==> config.mk <==
export PLATFORM = sky130hd
export DESIGN_NAME = multicycle_sequencer
export DESIGN_NICKNAME = d
export VERILOG_FILES = /design/src/rtl/multicycle_sequencer_pkg.sv /design/src/rtl/multicycle_sequencer_instr_class_decode.sv /design/src/rtl/multicycle_sequencer.sv
export SDC_FILE = /design/constraint.sdc
export NUM_CORES = 1
export LEC_CHECK = 0
export ABC_AREA = 1
export CAP_MARGIN = 40
export CORE_ASPECT_RATIO = 1.1
export CORE_MARGIN = 2
export CORE_UTILIZATION = 37
export DETAILED_ROUTE_END_ITERATION = 10
export GPL_TIMING_DRIVEN = 1
export PLACE_DENSITY = 0.8
export SKIP_CTS_REPAIR_TIMING = 1
export SLEW_MARGIN = 5
export SYNTH_ARGS = -nofsm -noshare
export SYNTH_HDL_FRONTEND = slang
export SYNTH_SLANG_ARGS = --single-unit
==> constraint.sdc <==
create_clock -name clk -period 1.4 [get_ports clk]
set_input_delay 0.28 -clock clk [delete_from_list [all_inputs] [get_ports clk]]
set_output_delay 0.28 -clock clk [all_outputs]
set_load 0.1 [all_outputs]
==> src/rtl/multicycle_sequencer_pkg.sv <==
// rtl/multicycle_sequencer_pkg.sv - shared state, opcode and instruction-class definitions
package multicycle_sequencer_pkg;

  typedef enum logic [2:0] {
    STATE_IF     = 3'd0,
    STATE_ID     = 3'd1,
    STATE_EX     = 3'd2,
    STATE_MEM    = 3'd3,
    STATE_WB     = 3'd4,
    STATE_OUTPUT = 3'd5
  } state_t;

  typedef enum logic [2:0] {
    CLS_RTYPE   = 3'd0,
    CLS_LW      = 3'd1,
    CLS_SW      = 3'd2,
    CLS_BR      = 3'd3,
    CLS_J       = 3'd4,
    CLS_ILLEGAL = 3'd5
  } cls_t;

  localparam logic [5:0] OP_RTYPE = 6'b000000;
  localparam logic [5:0] OP_LW    = 6'b100011;
  localparam logic [5:0] OP_SW    = 6'b101011;
  localparam logic [5:0] OP_BEQ   = 6'b000100;
  localparam logic [5:0] OP_BNE   = 6'b000101;
  localparam logic [5:0] OP_J     = 6'b000010;

endpackage

==> src/rtl/multicycle_sequencer_instr_class_decode.sv <==
// rtl/multicycle_sequencer_instr_class_decode.sv - combinational opcode to instruction-class decode
module instr_class_decode
  import multicycle_sequencer_pkg::*;
(
  input  logic [5:0] opcode,
  output cls_t       cls
);

  always_comb begin
    cls = CLS_ILLEGAL;
    case (opcode)
      OP_RTYPE:       cls = CLS_RTYPE;
      OP_LW:          cls = CLS_LW;
      OP_SW:          cls = CLS_SW;
      OP_BEQ, OP_BNE: cls = CLS_BR;
      OP_J:           cls = CLS_J;
      default:        cls = CLS_ILLEGAL;
    endcase
  end

endmodule

==> src/rtl/multicycle_sequencer.sv <==
// rtl/multicycle_sequencer.sv - multicycle MIPS control-state sequencer
// Optional performance counters: MULTICYCLE_SEQ_PERF_EN
module multicycle_sequencer
  import multicycle_sequencer_pkg::*;
#(
  parameter int PC_W     = 8,
  parameter int PROG_END = 11,
  parameter int CNT_W    = 16
) (
  input  logic             clk,
  input  logic             rst,
  input  logic [PC_W-1:0]  pc,
  input  logic [5:0]       opcode,
  input  logic             mem_ready,
  output logic [2:0]       state,
  output logic             instr_done,
  output logic             halted,
  output logic             illegal_op,
  output logic [CNT_W-1:0] cycle_count,
  output logic [CNT_W-1:0] instr_count
);

  localparam logic [PC_W-1:0] PROG_END_PC = PC_W'(PROG_END);

  state_t state_q, state_d;
  cls_t   class_q, cls_id;
  logic   illegal_q, set_illegal, final_stage;

  instr_class_decode u_decode (
    .opcode (opcode),
    .cls    (cls_id)
  );

  always_ff @(posedge clk) begin
    if (rst) begin
      state_q   <= STATE_IF;
      class_q   <= CLS_RTYPE;
      illegal_q <= 1'b0;
    end else begin
      state_q <= state_d;
      if (state_q == STATE_ID) class_q <= cls_id;
      if (set_illegal) illegal_q <= 1'b1;
    end
  end

  always_comb begin
    state_d     = state_q;
    set_illegal = 1'b0;
    final_stage = 1'b0;
    instr_done  = 1'b0;
    case (state_q)
      STATE_IF: if (mem_ready) state_d = STATE_ID;
      STATE_ID: begin
        if (cls_id == CLS_ILLEGAL) begin
          state_d     = STATE_OUTPUT;
          set_illegal = 1'b1;
        end else if (cls_id == CLS_J) begin
          final_stage = 1'b1;
        end else begin
          state_d = STATE_EX;
        end
      end
      STATE_EX: begin
        if (class_q == CLS_BR)                           final_stage = 1'b1;
        else if (class_q == CLS_LW || class_q == CLS_SW) state_d = STATE_MEM;
        else                                             state_d = STATE_WB;
      end
      STATE_MEM: begin
        if (mem_ready) begin
          if (class_q == CLS_LW) state_d = STATE_WB;
          else                   final_stage = 1'b1;
        end
      end
      STATE_WB:     final_stage = 1'b1;
      STATE_OUTPUT: state_d = STATE_OUTPUT;
      default:      state_d = STATE_OUTPUT;
    endcase
    // The instruction retires here; pc decides whether another one follows.
    if (final_stage) begin
      instr_done = 1'b1;
      state_d    = (pc < PROG_END_PC) ? STATE_IF : STATE_OUTPUT;
    end
  end

  assign state      = state_q;
  assign halted     = (state_q == STATE_OUTPUT);
  assign illegal_op = illegal_q;

`ifdef MULTICYCLE_SEQ_PERF_EN
  logic [CNT_W-1:0] cycle_q, instr_q;

  always_ff @(posedge clk) begin
    if (rst) begin
      cycle_q <= '0;
      instr_q <= '0;
    end else begin
      if (state_q != STATE_OUTPUT && cycle_q != '1) cycle_q <= cycle_q + 1'b1;
      if (instr_done && instr_q != '1)              instr_q <= instr_q + 1'b1;
    end
  end

  assign cycle_count = cycle_q;
  assign instr_count = instr_q;
`else
  assign cycle_count = '0;
  assign instr_count = '0;
`endif

endmodule

Word level (Yosys, flattened, before mapping) --
Cells that the tools add are included.
Storage, ports and cells: flip-flop bits (word level) 7
Operators by class: order comparisons 1, equality and inequality tests 21, mux-type cells 20, reduce and logical (&&, ||, !) cells 5
Operator list (number):
- $pmux W3 S5 | 2
- $mux W3 | 9
- $eq A3 B2 Y1 const B | 4
- $eq A3 B3 Y1 const B | 4
- $eq A6 B3 Y1 const B | 2
- $eq A6 B6 Y1 const B | 2
- $ne A3 B3 Y1 const B | 4
- $lt A8 B4 Y1 const B | 1
- $mux W1 | 8
- $eq A3 B1 Y1 const B | 2
- $eq A6 B2 Y1 const B | 1
- $logic_not A6 Y1 | 1
- $reduce_and A6 Y1 | 1
- $ne A4 B4 Y1 const B | 1
- $pmux W1 S4 | 1
- $logic_not A3 Y1 | 1
- $ne A2 B2 Y1 const B | 1
- $reduce_or A2 Y1 | 1
- $logic_or A1 B1 Y1 | 1

Depth between registers and ports, before layout --
depth after elaboration 9, gate-level depth with buffers 10

Modules after synthesis --
From an unflattened synthesis, not the netlist that was laid out.
Second synthesis, totals: cell total of the unflattened synthesis 145, area, all modules 873.3 um2
Modules (own cells, without submodules):
- multicycle_sequencer | times used 1, cells an instance 124, area each 772.0 um2, sequential area each 140.1 um2
- instr_class_decode | times used 1, cells an instance 21, area each 101.3 um2, sequential area each 0.0 um2

Worst setup path before layout --
No wires, ideal clock.
kind register to output, start reg state_q[2], in the netlist state[2], end out halted, arrival time 2.506 ns, required time 1.120 ns, path slack -1.386 ns, cell stages (with the launch flop) 3, path buffers 0, cells stage by stage dfxtp_1 > inv_2 > nor2_1
On the way: cells in the longest elaborated chain, start to end 1
Ends and longest elaborated chain:
- from (decl) | RTL line multicycle_sequencer.sv:25 | state_t state_q, state_d;
- from (signal assigned) | RTL line multicycle_sequencer.sv:40 | state_q <= state_d;
- $eq A3 B3 Y1 | RTL line multicycle_sequencer.sv:86 | assign halted = (state_q == STATE_OUTPUT);
- to (decl) | RTL line multicycle_sequencer.sv:17 | output logic halted,
No other way between the ends.

Final worst setup path --
start reg state_q[1], in the netlist state[1], end out instr_done
On the way: cells in the longest elaborated chain, start to end 3, elaborated cells between the ends (all ways) 6, those cells by class eq/ne: 4; mux: 2
Ends and longest elaborated chain:
- $eq A3 B3 Y1 (tied with other cells) | RTL line multicycle_sequencer.sv:51 | case (state_q)
- $pmux W1 S4 * | RTL line multicycle_sequencer.sv:51
- $mux W1 * | RTL line multicycle_sequencer.sv:79 | if (final_stage) begin
- to (decl) | RTL line multicycle_sequencer.sv:16 | output logic instr_done,
Every way passes the cells marked *; elsewhere a longest branch is shown, timed or not.

==> metrics.log <==
[metrics] status: finished with violations
[metrics] violations in the final reports: negative setup slack
[metrics] family with the most delay on the worst path: simple AND/OR/NAND/NOR gates
[metrics] clock sink count: 7
[metrics] setup violation total in the final timing report: 3
[metrics] launch instance of the worst register-to-register path: state[1]
[metrics] wirelength, routed: 2.05 mm
[metrics] total power of the final layout: 2940 uW
[metrics] clock root buffer master: sky130_fd_sc_hd__clkbuf_4
[metrics] Iter 0 DRT Violations: 5
[metrics] post-synthesis compound-gate area fraction: a little over a tenth
[metrics] share of synthesized registers carrying an async set or reset: 0%
[metrics] nets@finish: 197
[metrics] simple-gate share of the synthesized area: 38.7%
[metrics] vias in the first global route: roughly 750
[metrics] average vias per placed instance: 4.27
[metrics] synth top area cells: sky130_fd_sc_hd__buf_4, sky130_fd_sc_hd__dfxtp_1, sky130_fd_sc_hd__nand2_1, sky130_fd_sc_hd__inv_1, sky130_fd_sc_hd__nor2_1
[metrics] final hold violation count: 0
[metrics] number of I/O pins: 55
[metrics] commonest cells after routing, fill and taps aside: sky130_fd_sc_hd__conb_1, sky130_fd_sc_hd__nand2_1, sky130_fd_sc_hd__inv_1, sky130_fd_sc_hd__buf_4, sky130_fd_sc_hd__nor2_1
[metrics] residual antenna-violating net count after detailed routing: 0
[metrics] Arrival @ worst endpoint: 1290 ps
[metrics] WHS Path Cells: 2
[metrics] number of warnings printed during yosys synthesis: 0
[metrics] Slew Limit Fails: 0
[metrics] Port Buffers: 22
[metrics] placed inst area: 1190 sq um
[metrics] final design area excluding fillers: about 1300 sq um
[metrics] unrepaired setup endpoints after global routing: true
[metrics] final cell count without fillers: roughly 210
[metrics] worst min-delay path category: flip-flop to flip-flop
[metrics] antenna violations before repair: 0
[metrics] Die Span X: 51.0 microns
[metrics] Crit-path slowest cell: sky130_fd_sc_hd__dfxtp_4
[metrics] Hold Crit Endpoint: illegal_op
[metrics] worst-case reg-to-reg path depth: 11
[metrics] CP cell instances: nand2_4 -> nor2_4 -> nand3_2 -> nand3_4 -> buf_12
[metrics] Critical Setup Path Class: flip-flop to output pin
[metrics] fill cell total of the finished layout: 220
[metrics] clock insertion delay at the later pin of the skew report: about 240 ps
[metrics] layout-stage area growth over the synthesis result: 47.8%
[metrics] largest voltage drop on the vdd net: about 1.4 mV
[metrics] final core utilization: 58.4%
[metrics] Wirelength per Cell: 9.81 microns
[metrics] area occupied by multi-input gates: 609 sq um
[metrics] mux share of post-synthesis cell area: 0%
[metrics] largest area contributor in the netlist: sky130_fd_sc_hd__buf_4
[metrics] weighted congestion reported at the end of routability-driven placement: 0.936
[metrics] launching element type of the critical path: flip-flop
[metrics] DPL Wire Length: 1.65 mm
[metrics] Hold Crit Start: illegal_op
[metrics] reg-to-reg setup timing slack: -70 ps
[metrics] Placed Cells: between 150 and 200
[metrics] worst setup margin: -172 ps
[metrics] leakage power: around 0.00069 uW
[metrics] max incr delay on CP: 400 ps
[metrics] Die Y: 55.7 microns
[metrics] CP Buf/Inv Count: 1
[metrics] top-area cell type share of the netlist area: 26.7%
[metrics] WP data required: 1120 ps
[metrics] RR Endpoint: state[1]
[metrics] maximum clock insertion buffer count: 2
[metrics] nature of the critical path endpoint: output pin
[metrics] post-route fraction of the period consumed by the critical path: 112%
[metrics] register cell area after layout: 151 sq um
[metrics] clock buffer count from CTS: 3
[metrics] count of max-cap constraint violations: 0
[metrics] Placement Rows: 18
[metrics] placeable core area: between 2000 and 2500 sq um
[metrics] adder-cell area share of the yosys netlist: 0%
[metrics] Crit Path Max Fanout: 6
[metrics] proportion of synthesized chip area in sequential cells: 15.6%
[metrics] most common flop cell mapped by yosys: sky130_fd_sc_hd__dfxtp_1
[metrics] DRT Pass-1 Iters: 3
[metrics] placement-stage worst setup slack: -318 ps
[metrics] mean cell area of the mapped netlist: 6.51 sq um
[metrics] post-synthesis xor/xnor area fraction: 0%
[metrics] Starting Density: 39.5%
[metrics] Worst path depth: 5
[metrics] wire length of the first global-routing pass: roughly 3 mm
[metrics] # DRC: 0
[metrics] post-synthesis register bit count: 7
[metrics] Synth Cell Area: 898 sq um
[metrics] maximum number of pins on one net before global-route repair: 8
[metrics] Die ar.: 2840 sq um
[metrics] most frequent standard cell in the layout excluding fill and tap cells: sky130_fd_sc_hd__conb_1
[metrics] minimum clock period: 1570 ps
[metrics] combinational family with the most area after synthesis: simple AND/OR/NAND/NOR gates
[metrics] synthesized netlist cell count: approximately 140
[metrics] TritonCTS clock tree: built
[metrics] Clock Pin Slew Worst Setup and Hold Paths: about 50 ps
[metrics] Max H-tree Level: 1
[metrics] ANT cells: 0
[metrics] Max Freq: 636 MHz
[metrics] number of different library cells in the post-synthesis netlist: 23
[metrics] power per cell area: 2210 nW/um^2
[metrics] final global-route overflow total: 0
[metrics] Worst Skew: 7.38 ps
[metrics] ratio of cells with drive above 1 in the final layout: 29.6%
[metrics] Global Route Usage Sum: a little over an eighth
[metrics] via total after detailed routing: between 800 and 900
[metrics] number of enable-type register cells in the synthesized netlist: 0
worst min-delay path, stage by stage (launching register included):
cell	delay (ps)
sky130_fd_sc_hd__dfxtp_1	330
sky130_fd_sc_hd__inv_1	60
sky130_fd_sc_hd__a21oi_1	60
per-layer routing:
metal  vias up  part of all wire (%)  global-route usage (%)
li1        451                     -                       -
met1       404                    35                    13.6
met2        35                    58                    26.2
met3         2                   5.7                    3.76
met4         0                  0.73                    2.32
met5         -                     0                       0
worst max-delay path by stage:
stage,startpoint,end
floorplan,state[2],state[2]
global placement,opcode[2],state[1]
detailed placement,opcode[2],state[1]
CTS,opcode[1],instr_done
global route,state[1],instr_done
finish,state[1],instr_done
logic make-up after synthesis:
kind of cell / count (synthesis)
other cells: 1
buf+inv: 51
flops: 7
simple gates: 66
compound gates: 13
state kept, by name (all words and copies together), names as in the netlist:
name and cells:
class_q 3, illegal_op 1, state 3
report_power, final:
part | switching (uW) | total, uW | internal, uW
clock | 66.5 | 175 | 108
combinational | 1520 | 2320 | 799
sequential | 138 | 446 | 308
cells in the mapped netlist, types with 2 or more instances:
cell type / number
sky130_fd_sc_hd__buf_4: 32
sky130_fd_sc_hd__nand2_1: 24
sky130_fd_sc_hd__inv_1: 18
sky130_fd_sc_hd__nor2_1: 16
sky130_fd_sc_hd__nand3_1: 9
sky130_fd_sc_hd__dfxtp_1: 7
sky130_fd_sc_hd__nor2_2: 4
sky130_fd_sc_hd__nor2_4: 4
sky130_fd_sc_hd__o21ai_0: 4
sky130_fd_sc_hd__a21oi_1: 3
sky130_fd_sc_hd__nand2_2: 2
sky130_fd_sc_hd__nand3_2: 2
sky130_fd_sc_hd__nand4_1: 2
sky130_fd_sc_hd__o211ai_1: 2
layout make-up:
type,count,share of cell area (%)
clock buffers,4,1.98
inverters,19,6.31
multi-input cells,111,45.9
flip-flops and latches,7,11.4
well taps,30,2.83
repair buffers,38,31.6
per-stage QoR:
step	TNS [ps]	hold slack [ps]
global route	-938	502
detailed placement	-2050	481
floorplan	-889	349
global placement	-1970	479
CTS	-502	490
finish	-263	491
(Power assumes the default switching activity.)
